File: src/rtl/pc_redirect_ctrl_pkg.sv
// Processor-wide definitions shared by the fetch redirect logic:
// redirect FSM state encodings, reset PC default and the nop word.
package pc_redirect_ctrl_pkg;

  typedef enum logic [1:0] {
    ST_RUN    = 2'b00,
    ST_HELD   = 2'b01,
    ST_SHADOW = 2'b10
  } rd_state_e;

  localparam logic [31:0] RESET_PC_DEF = 32'h0000_0000;

  // Word the F/D and D/X latches load when flushed.
  localparam logic [31:0] NOP_INSN = 32'h0000_0000;

endpackage

File: src/rtl/pc_redirect_ctrl_sat.sv
// sat_counter: W-bit up counter, sync active-high reset, sticks at all-ones.
// Ports: clk_i, rst_i, inc_i (count enable), count_o (current value).
module sat_counter #(
  parameter int W = 16
) (
  input  logic         clk_i,
  input  logic         rst_i,
  input  logic         inc_i,
  output logic [W-1:0] count_o
);

  logic [W-1:0] cnt_q, cnt_d;

  always_comb begin
    cnt_d = cnt_q;
    if (inc_i && (cnt_q != '1)) cnt_d = cnt_q + 1'b1;
  end

  always_ff @(posedge clk_i) begin
    if (rst_i) cnt_q <= '0;
    else       cnt_q <= cnt_d;
  end

  assign count_o = cnt_q;

endmodule

File: src/rtl/pc_redirect_ctrl.sv
// Fetch PC owner: sequences execute-stage redirects, defers them across
// stalls, flushes F/D and D/X, and masks requests from squashed slots.
// Ports: clock, reset (sync, active-high), stall, branch_taken,
// branch_target -> pc, pc_plus1, fetch_en, flush_fd, flush_dx,
// redirect_count.
module pc_redirect_ctrl
  import pc_redirect_ctrl_pkg::*;
#(
  parameter int                  PC_WIDTH      = 32,
  parameter logic [PC_WIDTH-1:0] RESET_PC      = PC_WIDTH'(RESET_PC_DEF),
  parameter int                  SHADOW_CYCLES = 2,
  parameter int                  CNT_WIDTH     = 16
) (
  input  logic                 clock,
  input  logic                 reset,
  input  logic                 stall,
  input  logic                 branch_taken,
  input  logic [31:0]          branch_target,
  output logic [PC_WIDTH-1:0]  pc,
  output logic [PC_WIDTH-1:0]  pc_plus1,
  output logic                 fetch_en,
  output logic                 flush_fd,
  output logic                 flush_dx,
  output logic [CNT_WIDTH-1:0] redirect_count
);

  localparam int SW =
    (SHADOW_CYCLES < 2) ? 1 : $clog2(SHADOW_CYCLES + 1);
  localparam logic [SW-1:0] SHD_INIT = SW'(SHADOW_CYCLES);

  rd_state_e           state_q, state_d;
  logic [PC_WIDTH-1:0] pc_q, pc_d;
  logic [PC_WIDTH-1:0] pend_q, pend_d;
  logic [SW-1:0]       shd_q, shd_d;
  logic [PC_WIDTH-1:0] tgt;
  logic                commit;
  logic                unused_tgt;

  assign tgt        = branch_target[PC_WIDTH-1:0];
  assign unused_tgt = ^branch_target;
  assign pc_plus1   = pc_q + 1'b1;

  always_comb begin
    state_d = state_q;
    pc_d    = pc_q;
    pend_d  = pend_q;
    shd_d   = shd_q;
    commit  = 1'b0;
    unique case (state_q)
      ST_RUN: begin
        if (branch_taken) begin
          if (stall) begin
            pend_d  = tgt;
            state_d = ST_HELD;
          end else begin
            commit = 1'b1;
            pc_d   = tgt;
          end
        end else if (!stall) begin
          pc_d = pc_plus1;
        end
      end
      ST_HELD: begin
        // execute re-presents the same request; use the captured one
        if (!stall) begin
          commit = 1'b1;
          pc_d   = pend_q;
        end
      end
      ST_SHADOW: begin
        if (!stall) begin
          pc_d = pc_plus1;
          if (shd_q <= SW'(1)) begin
            shd_d   = '0;
            state_d = ST_RUN;
          end else begin
            shd_d = shd_q - 1'b1;
          end
        end
      end
      default: state_d = ST_RUN;
    endcase
    if (commit) begin
      shd_d   = SHD_INIT;
      state_d = (SHADOW_CYCLES == 0) ? ST_RUN : ST_SHADOW;
    end
  end

  always_ff @(posedge clock) begin
    if (reset) begin
      state_q <= ST_RUN;
      pc_q    <= RESET_PC;
      pend_q  <= '0;
      shd_q   <= '0;
    end else begin
      state_q <= state_d;
      pc_q    <= pc_d;
      pend_q  <= pend_d;
      shd_q   <= shd_d;
    end
  end

  sat_counter #(
    .W(CNT_WIDTH)
  ) u_cnt (
    .clk_i  (clock),
    .rst_i  (reset),
    .inc_i  (commit),
    .count_o(redirect_count)
  );

  assign pc       = pc_q;
  assign fetch_en = ~stall & ~reset;
  assign flush_fd = commit & ~reset;
  assign flush_dx = commit & ~reset;

endmodule

File: config.mk
export PLATFORM = sky130hd
export DESIGN_NAME = pc_redirect_ctrl
export DESIGN_NICKNAME = d
export VERILOG_FILES = /design/src/rtl/pc_redirect_ctrl_pkg.sv /design/src/rtl/pc_redirect_ctrl_sat.sv /design/src/rtl/pc_redirect_ctrl.sv
export SDC_FILE = /design/constraint.sdc
export NUM_CORES = 1
export LEC_CHECK = 0
export BUFFER_PORTS_ARGS = -buffer_cell sky130_fd_sc_hd__buf_2
export CAP_MARGIN = 30
export CORE_UTILIZATION = 35
export DETAILED_ROUTE_END_ITERATION = 6
export GPL_TIMING_DRIVEN = 0
export SLEW_MARGIN = 20
export SYNTH_ARGS = -nofsm -noshare
export SYNTH_HDL_FRONTEND = slang
export SYNTH_SLANG_ARGS = --single-unit
File: constraint.sdc
create_clock -name clock -period 3.1 [get_ports clock]
set_input_delay 0.31 -clock clock [delete_from_list [all_inputs] [get_ports clock]]
set_output_delay 0.31 -clock clock [all_outputs]
set_load 0.01 [all_outputs]
==> results.json, run 1 <==
{
  "reg2reg_slack_ns": 0.22,
  "maxSlewViolCount": 0,
  "cts_root_buf": "clkbuf_16",
  "final_cell_mix": "buf_2 (136), nand2_1 (136), dfxtp_1 (84)",
  "topRoutingLayerUsed": "met4",
  "cts_tree": "yes",
  "critPathMaxStageDelay_ns": 0.43,
  "worst_pin_slew_ns": 0.9660,
  "ys_seq_area_share_pct": 29.57,
  "crit_top_cell": "o21ai_0",
  "drc": 0,
  "routed_via_density": 5.613,
  "critPathCaptureType": "flip-flop",
  "dp.cells": 1111,
  "mappedNetlistNets": 819,
  "required_ns": 3.30,
  "ys_types": 80,
  "grt_overflow_total": 0,
  "ant_nets": 0,
  "cp_cell_sequence": "inv_1 -> ha_1 -> clkbuf_1 -> buf_2 -> buf_1 -> clkbuf_2 -> o21ai_0 -> o21ai_0 -> a21oi_1",
  "totalNegativeSetupSlack_ns": 0,
  "ios": 119,
  "holdWs_ns": 0.2117,
  "finalCritPeriodShare_pct": 92.83,
  "fp.dieH_um": 129.5,
  "diodes": 0,
  "first_iter_violations": 753,
  "hp-class": "input port to flip-flop",
  "routed_wl_um": 21270,
  "first_pass_iters": 6,
  "dp_slack_ns": 0.1076,
  "met1_length_um": 9489,
  "cts_sinks": 84,
  "gp_congestion": 0.9307,
  "synth_flop_cell": "dfxtp_1",
  "yosysWarnings": 0,
  "synth_edf_count": 0,
  "cp_slowest_cell": "dfxtp_1",
  "route.met3.wl_um": 1865,
  "dr_wl_met2_um": 9320,
  "grt_pass1_vias": 5592,
  "clock_path_buffers": 2,
  "yosys_register_bits": 84,
  "grt_pass1_wl_um": 31980,
  "final_cell_area_um2": 6845,
  "slew_headroom_pct": 34.92,
  "cts-buffers-inserted": 9,
  "synthCells": 777,
  "rsz0062_at_grt": "no",
  "period_needed_ns": 2.878,
  "synthArstFlopShare_pct": 0,
  "final_nets": 949,
  "p_per_area_nw_per_um2": 699.8,
  "syn_to_final_growth_pct": 20.37,
  "drv_cap": 0,
  "start_util_pct": 35.80,
  "instances_no_fill": 1127,
  "dieArea_um2": 16760,
  "portBuffers": 118,
  "crit_arrival_ns": 3.08,
  "dpl.hpwl_um": 15760,
  "core-area_um2": 15890,
  "clkSlewWorstSetupHoldPaths_ns": 0.06,
  "antenna_found_initial": 0,
  "worstSetupStartpointType": "flip-flop",
  "row_count": 46,
  "drive_gt1_share_pct": 20.20,
  "irDropWorstVdd_mv": 0.3375,
  "p_leak_nw": 2.705,
  "die_w_um": 129.5,
  "netlist_area_um2": 5687,
  "post_cts_buffers": 0,
  "worst-setup-path-type": "flip-flop to flip-flop",
  "outcome": "completed",
  "place_area_um2": 6548,
  "syn_area_per_cell_um2": 7.319,
  "grt_usage_pct": 25.40,
  "max_freq_mhz": 347.5,
  "setup_ws_ns": 0.2224,
  "grt_max_degree": 13,
  "insertion_delay_ns": 0.35,
  "hold_viol": 0,
  "wl_per_cell_um": 18.87,
  "cp_max_fo": 10,
  "cts_max_level": 3,
  "vias": 6326,
  "finalSetupViolCount": 0,
  "finalClockSkew_ns": 0.01228
}
## through the flow
stage	power, W	util, %
after CTS	0.004734	43.01
after global routing	0.005052	43.09
final	0.004790	43.09
after floorplan	0.002851	-
after global placement	0.003645	41.22
after detailed placement	0.003650	41.22
## logic make-up (layout without fill, tap and decap cells)
group	count (synthesis)	count (layout)	share of synthesized area (%)
adders and majority gates	6	6	1.320
and+or+nand+nor	353	353	31.07
xor gates and xnor gates	54	54	8.317
buffers and inverters	83	217	7.129
DFF	84	84	29.57
muxes	13	13	2.398
AOI/OAI and AO/OA	184	184	20.20
## what timing repair did
action | 4_1_cts | 5_1_grt
resized for setup | 0 | 4
hold buffers | 0 | 0
endpoints found under the setup margin | 0 | 11
## worst paths after layout
path                                              start                 endpoint  cells past startpoint
worst min-delay path                  branch_target[15]  pend_q[15]$_SDFFE_PP0P_                      3
worst min register to register  pend_q[19]$_SDFFE_PP0P_  pend_q[19]$_SDFFE_PP0P_                      2
worst max register to register  state_q[0]$_SDFFE_PP0P_      pc[10]$_SDFFE_PP0P_                      9
worst max-delay path            state_q[0]$_SDFFE_PP0P_      pc[10]$_SDFFE_PP0P_                      9
## critical path: cells and delay by family (launching register included)
kind	cells	cell delay (ns)
adder cells (fa/ha/maj)	1	0.28
buffers and inverters	5	1.39
AO/OA/AOI/OAI	3	0.62
flip-flops	1	0.43
## per-layer routing
layer,vias to the layer above,GRT usage [%]
met4,0,10.74
met5,-,0
met3,40,5.037
met1,2911,34.93
li1,3051,-
met2,324,38.58
## layout make-up
type | count | area, µm²
buffer | 72 | 366.6
multi-input combinational | 610 | 3605
clock buffer | 13 | 250.2
sequential | 84 | 1682
clock inverter | 2 | 35.03
tap | 216 | 270.3
timing repair buffer | 119 | 595.6
inverter | 11 | 41.29
fill | 1703 | 9040
## flip-flops by register name, summed over array words and instances (netlist names)
name / flops
pc: 32
pend_q: 32
shd_q: 2
state_q: 2
u_cnt.count_o: 16
## cells in the mapped netlist (3+ instances only)
cell | n | area share [%]
nor3_1 | 35 | 3.1
mux2i_1 | 8 | 1.4
or4_1 | 4 | 0.53
nand3_1 | 40 | 3.5
nand2b_1 | 9 | 0.99
a21o_1 | 3 | 0.40
nand2_1 | 136 | 9.0
nor4_1 | 17 | 1.9
a21oi_1 | 74 | 6.5
buf_1 | 10 | 0.66
o21a_1 | 4 | 0.53
a31oi_1 | 7 | 0.77
xor2_1 | 25 | 3.9
o21ai_0 | 39 | 3.4
nand4b_1 | 3 | 0.46
a221oi_1 | 3 | 0.46
buf_6 | 5 | 0.99
o311ai_0 | 3 | 0.46
clkbuf_1 | 33 | 2.2
and3_1 | 10 | 1.1
and4_1 | 6 | 0.92
a22oi_1 | 4 | 0.53
xnor2_1 | 29 | 4.5
a211oi_1 | 9 | 1.2
o31ai_1 | 3 | 0.40
and2_1 | 4 | 0.44
mux2_2 | 5 | 0.99
nor2b_1 | 4 | 0.44
ha_1 | 6 | 1.3
nand4_1 | 21 | 2.3
nor2_1 | 40 | 2.6
inv_1 | 10 | 0.66
buf_2 | 18 | 1.6
dfxtp_1 | 84 | 30
a311oi_1 | 3 | 0.46
## power breakdown
group | internal, W | total, W | switching (W)
clock network | 0.000642 | 0.00110 | 0.000453
logic | 0.000806 | 0.00226 | 0.00145
registers | 0.00125 | 0.00144 | 0.000188
(Power assumes the default switching activity.)
==> run 2: changes to the inputs <==
--- a/config.mk
+++ b/config.mk
@@ -5,8 +5,9 @@
 export SDC_FILE = /design/constraint.sdc
 export NUM_CORES = 1
 export LEC_CHECK = 0
-export BUFFER_PORTS_ARGS = -buffer_cell sky130_fd_sc_hd__buf_2
+export BUFFER_PORTS_ARGS = -buffer_cell sky130_fd_sc_hd__buf_4
 export CAP_MARGIN = 30
+export CORE_MARGIN = 5
 export CORE_UTILIZATION = 35
 export DETAILED_ROUTE_END_ITERATION = 6
 export GPL_TIMING_DRIVEN = 0
==> constraint.sdc (replaced) <==
create_clock -name clock -period 2.8 [get_ports clock]
set_input_delay 0.28 -clock clock [delete_from_list [all_inputs] [get_ports clock]]
set_output_delay 0.28 -clock clock [all_outputs]
set_load 0.01 [all_outputs]
==> run 2 against run 1 <==
  * Final cell count is essentially flat
  * Sequential power grew 12%
  * Power increased by 18%
  * Sequential share of layout area shrank 1.3 points
  * Combinational power grew 19%
  * First-iteration DRC count is 3.2% lower
  * Wire length up 4.1%
  * Global-route usage decreased by 2.3 points
  * Clock skew decreased by 0.0043 ns
  * Critical path depth unchanged
  * Via count rose by 1.9%
==> results.json, run 2 (synthesis gave the netlist of run 1 again) <==
{
  "hp-class": "input port to flip-flop",
  "routed_via_density": 5.713,
  "finalClockSkew_ns": 0.007961,
  "worst_r2r_path_depth": 8,
  "cts_tree": "yes",
  "routed_wl_um": 22140,
  "final_common_cell": "nand2_1",
  "period_needed_ns": 2.718,
  "cp_cell_sequence": "buf_2 -> and4_1 -> buf_2 -> nand4_1 -> buf_6 -> or2_1 -> nor2_1 -> xor2_1 -> buf_4",
  "core-area_um2": 15890,
  "syn_to_final_growth_pct": 27.24,
  "insertion_delay_ns": 0.35,
  "grt_pass1_wl_um": 33420,
  "cp_max_fo": 7,
  "r2r_end": "pc[12]$_SDFFE_PP0P_",
  "ant_nets": 0,
  "ios": 119,
  "dpl.hpwl_um": 16490,
  "row_count": 46,
  "holdWs_ns": 0.1928,
  "start_util_pct": 35.80,
  "critPathCaptureType": "output port",
  "gp_congestion": 0.9249,
  "rsz0062_at_grt": "no",
  "diodes": 0,
  "finalSetupViolCount": 0,
  "critPathMaxStageDelay_ns": 0.34,
  "grt_max_degree": 14,
  "hp-start": "branch_target[31]",
  "worst-path-buf-inv": 4,
  "crit_top_cell": "buf_2",
  "maxSlewViolCount": 0,
  "vias": 6444,
  "worst-setup-path-type": "flip-flop to output port",
  "max_freq_mhz": 367.9,
  "p_per_area_nw_per_um2": 782.2,
  "dieArea_um2": 18900,
  "grt_usage_pct": 23.07,
  "grt_overflow_total": 0,
  "min_path_cells": 3,
  "drv_cap": 0,
  "p_leak_nw": 2.806,
  "holdPathEnd": "pend_q[31]$_SDFFE_PP0P_",
  "cp_slowest_cell": "dfxtp_1",
  "portBuffers": 118,
  "crit_arrival_ns": 2.44,
  "worstSetupStartpointType": "flip-flop",
  "drive_gt1_share_pct": 21.71,
  "worst_pin_slew_ns": 0.8987,
  "dp_slack_ns": -0.1498,
  "irDropWorstVdd_mv": 0.3118,
  "setup_ws_ns": 0.08198,
  "grt_pass1_vias": 5820,
  "crit_family": "simple AND/OR/NAND/NOR gates",
  "die_w_um": 137.5,
  "cts-buffers-inserted": 9,
  "reg2reg_slack_ns": 0.19,
  "drc": 0,
  "final_cell_mix": "nand2_1 (136), buf_4 (122), dfxtp_1 (83)",
  "final_nets": 949,
  "cts_max_level": 3,
  "slew_headroom_pct": 39.45,
  "cts_sinks": 84,
  "reg2reg_from": "state_q[1]$_SDFFE_PP0P_",
  "required_ns": 2.52,
  "wl_per_cell_um": 19.63,
  "outcome": "completed",
  "hold_viol": 0,
  "first_iter_violations": 729,
  "clock_path_buffers": 2,
  "first_pass_iters": 5,
  "finalCritPeriodShare_pct": 97.07,
  "fp.dieH_um": 137.5,
  "antenna_found_initial": 0,
  "clkSlewWorstSetupHoldPaths_ns": 0.07,
  "cts_root_buf": "clkbuf_16"
}
## run 2: timing repair
item / CTS / global route
hold buffers: 0 / 0
setup buffers: 0 / 2
gates resized for setup: 4 / 13
endpoints found under the setup margin: 14 / 30
pin swaps: 0 / 1
## run 2: worst min-delay path, cell delays in order
cell and delay (ns):
buf_4 0.11, nand2_1 0.05, a21oi_1 0.05
## run 2: routing by layer
| metal | part of all wire [%] | vias to the layer above | routed length, µm | track usage, % |
|---|---|---|---|---|
| li1 | - | 3050 | - | - |
| met1 | 43 | 3006 | 9597 | 31.47 |
| met2 | 44 | 335 | 9848 | 34.92 |
| met3 | 9.4 | 53 | 2075 | 5.405 |
| met4 | 2.8 | 0 | 621 | 9.479 |
| met5 | 0 | - | 0 | 0 |
## run 2: area by class of cell
| class | count | area, µm² |
|---|---|---|
| Inverter | 11 | 41.29 |
| Timing Repair Buffer | 121 | 904.6 |
| Multi-Input combinational cell | 610 | 3630 |
| Clock inverter | 4 | 70.07 |
| Tap cell | 216 | 270.3 |
| Clock buffer | 12 | 266.5 |
| Fill cell | 1688 | 8650 |
| Sequential cell | 84 | 1683 |
| Buffer | 70 | 370.4 |
## run 2: per-stage QoR
step | utilization, % | instance area [µm²] | std cells | setup TNS, ns | power, W
detailed placement | 43.10 | 6847 | 1112 | -1.900 | 0.004240
floorplan | - | 5687 | 777 | 0 | 0.003157
CTS | 45.27 | 7192 | 1128 | 0 | 0.005619
global placement | 43.08 | 6843 | 1111 | -2.439 | 0.004234
finish | 45.55 | 7236 | 1128 | 0 | 0.005660
global route | 45.55 | 7236 | 1128 | 0 | 0.005951
## run 2: worst max-delay path by stage
stage	from	to	slack, ns	depth (start not counted)
after floorplan	state_q[0]$_SDFFE_PP0P_	pc[1]$_SDFFE_PP0P_	0.67	9
after global placement	state_q[0]$_SDFFE_PP0P_	pc[11]$_SDFFE_PP0P_	-0.19	9
after detailed placement	state_q[0]$_SDFFE_PP0P_	pc[11]$_SDFFE_PP0P_	-0.15	9
after CTS	pc[1]$_SDFFE_PP0P_	pc_plus1[20]	0.02	7
after global routing	pc[7]$_SDFFE_PP0P_	pc_plus1[31]	0.02	9
final	pc[7]$_SDFFE_PP0P_	pc_plus1[31]	0.08	9
## run 2: where the power goes
group / internal (W) / total [W] / switching [W] / leakage, nW
combinational: 0.00105 / 0.00269 / 0.00163 / 1.95
clock: 0.000853 / 0.00137 / 0.000515 / 0.169
sequential: 0.00138 / 0.00161 / 0.000221 / 0.686
total: 0.00329 / 0.00566 / 0.00237 / 2.81
==> run 3: changes to the inputs <==
--- a/config.mk
+++ b/config.mk
@@ -11,6 +11,7 @@
 export CORE_UTILIZATION = 35
 export DETAILED_ROUTE_END_ITERATION = 6
 export GPL_TIMING_DRIVEN = 0
+export PLACE_DENSITY = 0.65
 export SLEW_MARGIN = 20
 export SYNTH_ARGS = -nofsm -noshare
 export SYNTH_HDL_FRONTEND = slang
==> run 3 against run 2 <==
  * Power down 2.2%
  * Sequential share of layout area grew 0.17 points
  * First-iteration DRC count shrank 2.2%
  * Design area fell by 0.80%
  * Clock-buffer cell count rose by 2
  * Via count is 1.1% lower
  * Largest cell class unchanged
  * Critical path depth stayed put
  * Non-clock buffer count decreased by 4
  * Register-to-register slack improved by 0.08 ns
  * Highest routed layer unchanged
  * Final cell count down 0.44%
==> results.json, run 3 (synthesis gave the netlist of run 1 again) <==
{
  "hold_viol": 0,
  "syn_to_final_growth_pct": 26.23,
  "p_sw_share_pct": 42.27,
  "grt_pass1_wl_um": 33290,
  "rsz0062_at_grt": "no",
  "cts-buffers-inserted": 9,
  "critPathCaptureType": "output port",
  "cts_max_level": 3,
  "pwr-share-comb_pct": 47.9,
  "antenna_found_initial": 0,
  "finalCritPeriodShare_pct": 95.64,
  "max_freq_mhz": 373.4,
  "dp_slack_ns": -0.1645,
  "irDropWorstVdd_mv": 0.3883,
  "reg2reg_slack_ns": 0.27,
  "cp_slowest_cell": "dfxtp_1",
  "fp.dieH_um": 137.5,
  "setup_ws_ns": 0.1221,
  "final_cell_area_um2": 7178,
  "finalClockSkew_ns": 0.008164,
  "wl_per_cell_um": 19.38,
  "grt_usage_pct": 22.92,
  "routed_via_density": 5.674,
  "cts_tree": "yes",
  "insertion_delay_ns": 0.35,
  "clkSlewWorstSetupHoldPaths_ns": 0.06,
  "grt_pass1_vias": 5916,
  "finalSetupViolCount": 0,
  "hp-class": "input port to flip-flop",
  "grt_max_degree": 13,
  "outcome": "completed",
  "slew_headroom_pct": 43.52,
  "totalNegativeSetupSlack_ns": 0,
  "clock_path_buffers": 2,
  "worst_pin_slew_ns": 0.8384,
  "core-area_um2": 15890,
  "p_per_area_nw_per_um2": 771.0,
  "diodes": 0,
  "start_util_pct": 35.80,
  "dpl.hpwl_um": 16400,
  "dp.cells": 1111,
  "cp_max_fo": 10,
  "dieArea_um2": 18900,
  "portBuffers": 118,
  "worst-setup-path-type": "flip-flop to output port",
  "seqPwrFrac_pct": 29.2,
  "fillers": 1692,
  "gp_congestion": 0.9745,
  "clkPwrFrac_pct": 22.9,
  "final_cell_mix": "nand2_1 (136), buf_4 (120), dfxtp_1 (84)",
  "drive_gt1_share_pct": 21.28,
  "drv_cap": 0,
  "vias": 6372,
  "die_w_um": 137.5,
  "cts_sinks": 84,
  "required_ns": 2.52,
  "crit_arrival_ns": 2.40,
  "p_sw_w": 0.002339,
  "cts_hold_buf": 0,
  "routed_wl_um": 21770,
  "first_pass_iters": 5,
  "final_common_cell": "nand2_1",
  "crit_top_cell": "buf_2",
  "first_iter_violations": 713,
  "drc": 0,
  "p_leak_nw": 2.777,
  "row_count": 46,
  "period_needed_ns": 2.678,
  "cts_root_buf": "clkbuf_16",
  "critPathMaxStageDelay_ns": 0.34,
  "internal_power_w": 0.003195,
  "worstSetupStartpointType": "flip-flop",
  "cp_cell_sequence": "buf_2 -> and4_1 -> buf_2 -> nand4_1 -> buf_6 -> or2_1 -> nor2_1 -> xor2_1 -> buf_4",
  "ant_nets": 0,
  "final_nets": 945,
  "maxSlewViolCount": 0,
  "grt_overflow_total": 0,
  "ios": 119,
  "instances_no_fill": 1123,
  "place_area_um2": 6843
}
run 3: layout make-up:
cell class / count / area [µm²] / share of cell area, %
flip-flops and latches: 84 / 1682 / 23.43
repair buffers: 119 / 890.9 / 12.41
clock inverters: 1 / 30.03 / 0.4183
clock buffers: 14 / 274.0 / 3.817
inverters: 11 / 41.29 / 0.5752
well taps: 216 / 270.3 / 3.765
multi-input cells: 610 / 3627 / 50.53
plain buffers: 68 / 362.8 / 5.055
run 3: path summary, 6_finish.rpt:
check                     startpoint  depth (start not counted)                      end
min reg2reg  pend_q[19]$_SDFFE_PP0P_                          2  pend_q[19]$_SDFFE_PP0P_
max               pc[7]$_SDFFE_PP0P_                          9             pc_plus1[31]
min                branch_target[21]                          3  pend_q[21]$_SDFFE_PP0P_
max reg2reg       pc[1]$_SDFFE_PP0P_                          8      pc[26]$_SDFFE_PP0P_
run 3: power by group through the flow:
stage | Combinational [W] | Clock [W] | Sequential (W)
after floorplan | 0.00153 | 0 | 0.00163
after global placement | 0.00260 | 0 | 0.00162
after detailed placement | 0.00261 | 0 | 0.00162
after CTS | 0.00263 | 0.00128 | 0.00159
after global routing | 0.00286 | 0.00132 | 0.00165
final | 0.00265 | 0.00126 | 0.00162
run 3: worst max-delay path: cells and delay by family (launching register included):
kind	cells	cell delay, ns
XOR/XNOR	1	0.15
AND/OR/NAND/NOR	4	0.82
flip-flops	1	0.34
buffers and inverters	4	0.73
run 3: metrics by stage:
stage / utilization, % / total power [W] / hold WS (ns)
finish: 45.19 / 0.005534 / 0.1857
detailed placement: 43.08 / 0.004229 / 0.4422
floorplan: - / 0.003157 / 0.4160
global placement: 43.08 / 0.004217 / 0.4389
global route: 45.19 / 0.005829 / 0.1838
CTS: 45.05 / 0.005502 / 0.1770
run 3: repair_timing:
action / CTS / global route
endpoints found under the setup margin: 13 / 28
gates resized for setup: 4 / 12
pin swaps: 0 / 1
setup buffers: 0 / 0
run 3: per-layer routing:
layer / routed length (µm) / track usage, % / vias up
li1: - / - / 3041
met1: 9149 / 31.24 / 2915
met2: 9543 / 34.22 / 355
met3: 2208 / 4.821 / 61
met4: 867 / 11.25 / 0
met5: 0 / 0 / -
